==> config.mk <==
export PLATFORM = sky130hd
export DESIGN_NAME = bcd_count_scan
export DESIGN_NICKNAME = d
export VERILOG_FILES = /design/src/rtl/bcd_count_scan.sv
export SDC_FILE = /design/constraint.sdc
export NUM_CORES = 1
export LEC_CHECK = 0
export BUFFER_PORTS_ARGS = -buffer_cell sky130_fd_sc_hd__buf_2
export CAP_MARGIN = 25
export CORE_ASPECT_RATIO = 1.4
export CORE_MARGIN = 8
export CORE_UTILIZATION = 60
export DETAILED_ROUTE_END_ITERATION = 7
export PLACE_DENSITY = 0.82
export SLEW_MARGIN = 20
export SYNTH_ARGS = -nofsm -noshare
export SYNTH_HDL_FRONTEND = slang
export SYNTH_SLANG_ARGS = --single-unit
==> constraint.sdc <==
create_clock -name clk -period 4.5 [get_ports clk]
set_input_delay 0.45 -clock clk [delete_from_list [all_inputs] [get_ports clk]]
set_output_delay 0.45 -clock clk [all_outputs]
set_load 0.05 [all_outputs]
==> src/rtl/bcd_count_scan.sv <==
// bcd_count_scan: 4-digit packed-BCD event counter with a time-multiplexed
// single-digit output bus and active-low one-hot anode select.
// Optional build macro: BCD_LEADING_ZERO_BLANK_EN blanks leading-zero digits
// (slots 1..3) by driving select to 4'b1111; the ones digit is never blanked.
module bcd_count_scan #(
  parameter int REFRESH_DIV = 50000
) (
  input  logic        clk,
  input  logic        rst,
  input  logic        count_in,
  input  logic        up,
  input  logic        clr,
  output logic [15:0] value,
  output logic        wrap,
  output logic [3:0]  digit_out,
  output logic [3:0]  select
);

  localparam int PW = (REFRESH_DIV > 2) ? $clog2(REFRESH_DIV) : 1;
  localparam logic [PW-1:0] PRE_LAST = PW'(REFRESH_DIV - 1);

  logic          count_prev;
  logic          step;
  logic [15:0]   value_next;
  logic          wrap_next;
  logic [PW-1:0] pre;
  logic [1:0]    scan_idx;
  logic [3:0]    sel_next;
  logic [3:0]    digit_next;

  assign step = count_in & ~count_prev;

  // Ripple BCD increment/decrement; carry out of the thousands digit is the wrap.
  always_comb begin
    logic       ripple;
    logic [3:0] nib;
    value_next = value;
    ripple     = 1'b1;
    nib        = 4'h0;
    for (int i = 0; i < 4; i++) begin
      nib = value[4*i +: 4];
      if (ripple) begin
        if (up) begin
          if (nib == 4'd9) begin
            value_next[4*i +: 4] = 4'd0;
          end else begin
            value_next[4*i +: 4] = nib + 4'd1;
            ripple = 1'b0;
          end
        end else begin
          if (nib == 4'd0) begin
            value_next[4*i +: 4] = 4'd9;
          end else begin
            value_next[4*i +: 4] = nib - 4'd1;
            ripple = 1'b0;
          end
        end
      end
    end
    wrap_next = ripple;
  end

  // Edge history and counter register; history resets high so a level held
  // through reset is not taken as an edge.
  always_ff @(posedge clk) begin
    if (rst) begin
      count_prev <= 1'b1;
      value      <= 16'h0000;
      wrap       <= 1'b0;
    end else begin
      count_prev <= count_in;
      if (clr) begin
        value <= 16'h0000;
        wrap  <= 1'b0;
      end else if (step) begin
        value <= value_next;
        wrap  <= wrap_next;
      end else begin
        wrap  <= 1'b0;
      end
    end
  end

  // Slot prescaler and scan index; independent of counting and clear.
  always_ff @(posedge clk) begin
    if (rst) begin
      pre      <= '0;
      scan_idx <= 2'd0;
    end else if (pre == PRE_LAST) begin
      pre      <= '0;
      scan_idx <= scan_idx + 2'd1;
    end else begin
      pre      <= pre + 1'b1;
    end
  end

  // Digit mux and anode select for the current slot.
  always_comb begin
    sel_next   = 4'b1110;
    digit_next = value[3:0];
    case (scan_idx)
      2'd0: begin sel_next = 4'b1110; digit_next = value[3:0];   end
      2'd1: begin sel_next = 4'b1101; digit_next = value[7:4];   end
      2'd2: begin sel_next = 4'b1011; digit_next = value[11:8];  end
      default: begin sel_next = 4'b0111; digit_next = value[15:12]; end
    endcase
`ifdef BCD_LEADING_ZERO_BLANK_EN
    if ((scan_idx == 2'd1 && value[15:4]  == 12'h000) ||
        (scan_idx == 2'd2 && value[15:8]  == 8'h00)   ||
        (scan_idx == 2'd3 && value[15:12] == 4'h0)) begin
      sel_next = 4'b1111;
    end
`endif
  end

  // Registered scan outputs.
  always_ff @(posedge clk) begin
    if (rst) begin
      select    <= 4'b1110;
      digit_out <= 4'h0;
    end else begin
      select    <= sel_next;
      digit_out <= digit_next;
    end
  end

endmodule

# == Word-level counts from Yosys, hierarchy flattened ==
# Cells that the tools add are included.
# W data, S select, Z words.
# word_totals
register_bits,44
# op_classes
n_bitwise,4
n_addsub,10
n_mux,28
reduce_logical,11
eq_ne,7
# ops
operator,n
$mux W4,12
$pmux W4 S3,2
$add A16 B1 Y16 const B,1
$add A4 B1 Y4 const B,4
$eq A16 B16 Y1 const B,1
$eq A4 B4 Y1 const B,4
$logic_not A4 Y1,4
$sub A4 B1 Y4 const B,4
$mux W1,14
$reduce_and A2 Y1,3
$reduce_or A2 Y1,2
$reduce_or A4 Y1,1
$not A1 Y1,3
$add A2 B1 Y2 const B,1
$eq A2 B1 Y1 const B,1
$eq A2 B2 Y1 const B,1
$logic_not A2 Y1,1
$and A1 B1 Y1,1

# == Logic depth before layout (Yosys ltp) ==
# logic_depth
word_depth,7
mapped_depth,6

# == Worst setup path before layout ==
# OpenSTA, ideal clock, no wires.
# synth_path
path_kind,reg2reg
start,register value[2]
end,register value[6]
path_buffers,2
slack_ns,2.441
arrival_time_ns,1.989
setup_ns,0.070
path_stages_with_launch,7
required_ns,4.430
cell_sequence,dfxtp_1 buf_4 or4b_4 a21o_1 buf_6 or3_1 a21oi_1
# synth_between
elab_chain_len,4
word_cells_on_any_way,6
classes_between,1 x eq/ne; 3 x mux; 2 x reduce/logical
# synth_lines
element,line,source
from (decl),13,"output logic [15:0] value,"
from (signal assigned),76,value <= value_next;
$eq A4 B4 Y1 or $logic_not A4 Y1 (tied branches),"44, 51",
"$mux W1, on equally long branches","44, 51",
$mux W1 *,43,if (up) begin
$reduce_and A2 Y1 (no source line) *,-,
# Every way passes the cells marked *; elsewhere a longest branch is shown, timed or not.
# A chain may end at the register's enable or synchronous reset.

# == Worst setup path after layout ==
# layout_path
start,register value[2]
end,register value[9]
# layout_between
elab_chain_len,5
word_cells_on_any_way,7
classes_between,1 x eq/ne; 4 x mux; 2 x reduce/logical
# layout_lines
element,line,source
$eq A4 B4 Y1 or $logic_not A4 Y1 (tied branches),"44, 51",
"$mux W1, on equally long branches","44, 51",
$mux W1 *,43,
$mux W1 *,42,if (ripple) begin
$reduce_and A2 Y1 (no source line) *,-,
# Marks and branches as above.

==> results by group <==
Worst setup path
  – FF-to-FF End: value[9]
  – Startpoint of the worst register-to-register path: value[2]
  – Worst Path Arrival: 2.19 ns
  – CP cell instances: or4b_4 -> a21o_1 -> or2_1 -> o31ai_1
  – WS Path Type: flip-flop to flip-flop
  – Crit-path max FO: 13
  – CP Buf/Inv Count: 0
  – Worst path max stage delay: 0.59 ns
  – Startpoint types: flip-flop
  – Critical Path RT: 4.70 ns
  – Crit. End Element: flip-flop
  – Worst R2R Path Depth: 4
  – CP max stage cell: or4b_4
  – Critical path's top delay family: simple AND/OR/NAND/NOR gates
  – Worst R2R Setup Slack: 2.51 ns

Timing
  – Clock Skew: 0.00433 ns
  – Min Hold Slack: 0.381 ns
  – Max Clk Rate: 503 MHz
  – TNS Setup: 0 ns
  – RSZ-0062 raised after global routing: false
  – Final period util: 0.442
  – Final count of negative-setup-slack endpoints: 0
  – Endpoints failing hold: 0
  – Final min period: 1.99 ns
  – Slew margin rel.: 0.626
  – Slew Viols, Final: 0
  – Slew @ Worst Pin: 0.561 ns

CTS
  – Hold-fix buffers at CTS: 0
  – Post-CTS setup buffer count: 0
  – CTS root buf: clkbuf_8
  – H-Tree Depth: 2
  – TritonCTS buffer count: 5
  – Clk_lat worst skew: 0.29 ns
  – Clock sink count: 44
  – Max Buffers Root-to-Sink: 2
  – Reg clk slew, reported paths: 0.08 ns
  – CTS resizes: 0
  – CTS tree: built

Synthesis
  – Post-synthesis cell type count: 45
  – Fraction of registers with async set/reset: 0
  – Synthesized instance count: 271
  – Cell Area, Synth: 2280 um2
  – Register area share after synthesis: 0.387
  – Share of the synthesized area in the top cell type: 0.387
  – Synthesis-stage register bit count: 44
  – EDFF count, synth: 0
  – Top cells by area, synth: dfxtp_1 39%, nor2_1 5.3%, a21oi_1 4.4%, xor2_1 4.2%, xnor2_1 3.1%
  – Post-Syn Area per Cell: 8.41 um2
  – Syn Nets: 281
  – Yosys top cell by area: dfxtp_1
  – Top_reg_cell synth: dfxtp_1
  – Yosys Warn Count: 0

Status
  – Status: finished clean

Pwr
  – NetSw: 157 uW
  – VDD IR max: 0.000250 V
  – Leak pwr: 0.973 nW
  – PwrDens: 278 nW/um2
  – Total internal power: 532 uW
  – Sw Share: 0.227
  – Reg power frac: 0.577
  – Clk network pwr share: 0.363
  – Combinational Power Share: 0.060

Layout
  – Most frequent cells in the layout: 44 x dfxtp_1, 32 x nor2_1, 29 x buf_2, 20 x a21oi_1, 12 x nand3_1
  – Commonest non-fill, non-tap cell in the layout: dfxtp_1
  – # fillers: 313
  – Final core occ: 0.679
  – Area growth syn-to-layout: 8.57%
  – Multi-input gate area: 1290 um2
  – Register area: 881 um2
  – Ant diodes: 0
  – Nets: 298
  – Share of cells above drive strength 1: 0.135

GRT
  – Largest net degree at the start of global routing: 25
  – Vias in the first global route: 1930
  – Initial antenna violation count: 0
  – Overflow after GRT: 0
  – Tot GR Track Use: 0.179
  – First-pass GRT wire length: 8.60 mm

Floorplanning
  – Top-level port count: 30
  – Die H: 88.9 um
  – Initial core utilization: 0.625
  – Die ar.: 6050 um2
  – Total core area: 3640 um2
  – Die X: 68.1 um
  – Row count: 26

Hold path
  – Hold Startpoint: count_in
  – Hold depth: 2
  – Worst Hold Class: primary input to flip-flop
  – Worst Hold Path EP: count_prev

Routing
  – Vias/cell: 6.08
  – DR DRC count: 0
  – Remaining antenna violation count: 0
  – Vias post-DR: 2012
  – DR WL/cell: 15.3 um
  – Drt total wl: 5.06 mm
  – Pre-antenna DRT Iters: 4
  – DRT iter0 DRCs: 92

Job
  – Max-Cap Viols: 0

Placement
  – Post-DP HPWL: 3.73 mm
  – GPL Wtd Cong: 0.858
  – Port Buffers: 29
[stage by stage]
| stage | cell area, um2 | instances | power, mW | setup WS, ns |
|---|---|---|---|---|
| 6_report | 2470 | 331 | 0.689 | 2.51 |
| 4_1_cts | 2470 | 331 | 0.693 | 2.51 |
| 3_3_place_gp | 2380 | 323 | 0.447 | 2.53 |
| 5_1_grt | 2470 | 331 | 0.716 | 2.40 |
| 2_1_floorplan | 2280 | 271 | 0.439 | 2.44 |
| 3_5_place_dp | 2380 | 323 | 0.448 | 2.47 |
[cell families (layout without fill, tap and decap cells)]
logic type	count (synthesis)	count (layout)	synth area share
xor gates and xnor gates	19	19	0.0730
and+or+nand+nor	110	110	0.259
buffers and inverters	24	42	0.0489
AOI/OAI and AO/OA	66	66	0.192
muxes	3	3	0.0132
DFF	44	44	0.387
adders and majority gates	5	5	0.0275
[worst reg2reg max path: cells and delay by family, from the launching register on]
family             cells  cell delay (ns)
AOI/OAI and AO/OA      2             0.56
DFF                    1             0.44
and+or+nand+nor        2             0.90
[power by group through the flow]
stage / sequential [mW] / combinational [mW] / clock, mW
4_1_cts: 0.397 / 0.0418 / 0.254
6_report: 0.397 / 0.0415 / 0.250
2_1_floorplan: 0.408 / 0.0307 / 0
3_5_place_dp: 0.406 / 0.0416 / 0
3_3_place_gp: 0.406 / 0.0406 / 0
5_1_grt: 0.398 / 0.0469 / 0.271
[per-layer routing]
metal,global-route usage,share of wire,wire length [um],vias up
met4,0.0636,0.016,80,0
met1,0.187,0.39,1980,948
met2,0.338,0.56,2830,46
met5,0,0,0,-
met3,0.0314,0.035,178,7
li1,-,-,-,1011
[state kept, by name, indices dropped and copies added, names as in the netlist]
register,cells
select,4
scan_idx,2
wrap,1
value,16
pre,16
count_prev,1
digit_out,4
[synth_stat cells (4+ instances only)]
cell type  instances
nand2_1            9
nand3_1           12
dfxtp_1           44
nand2b_1           6
nor2b_1            4
inv_1              5
or3_1             11
a21oi_1           20
xnor2_1            8
xor2_1            11
nor2_1            32
ha_1               5
and3_1             7
nor3_1             7
a211oi_1           5
nand4_1            4
a222oi_1           4
clkbuf_1          14
o21ai_0           11
[how the worst max path moves through the flow]
| stage | startpoint | endpoint | slack [ns] | depth (start not counted) |
|---|---|---|---|---|
| global route | value[2] | value[9] | 2.40 | 4 |
| CTS | value[2] | value[9] | 2.51 | 4 |
| global placement | up | value[11] | 2.53 | 5 |
| floorplan | value[2] | value[6] | 2.44 | 6 |
| detailed placement | up | value[9] | 2.47 | 5 |
| finish | value[2] | value[9] | 2.51 | 4 |
[layout make-up]
class,instances,area share
flip-flops and latches,44,0.356
multi-input cells,203,0.520
inverters,5,0.00759
well taps,42,0.0212
repair buffers,29,0.0587
clock buffers,8,0.0364
Power figures use the tool's default switching activity.
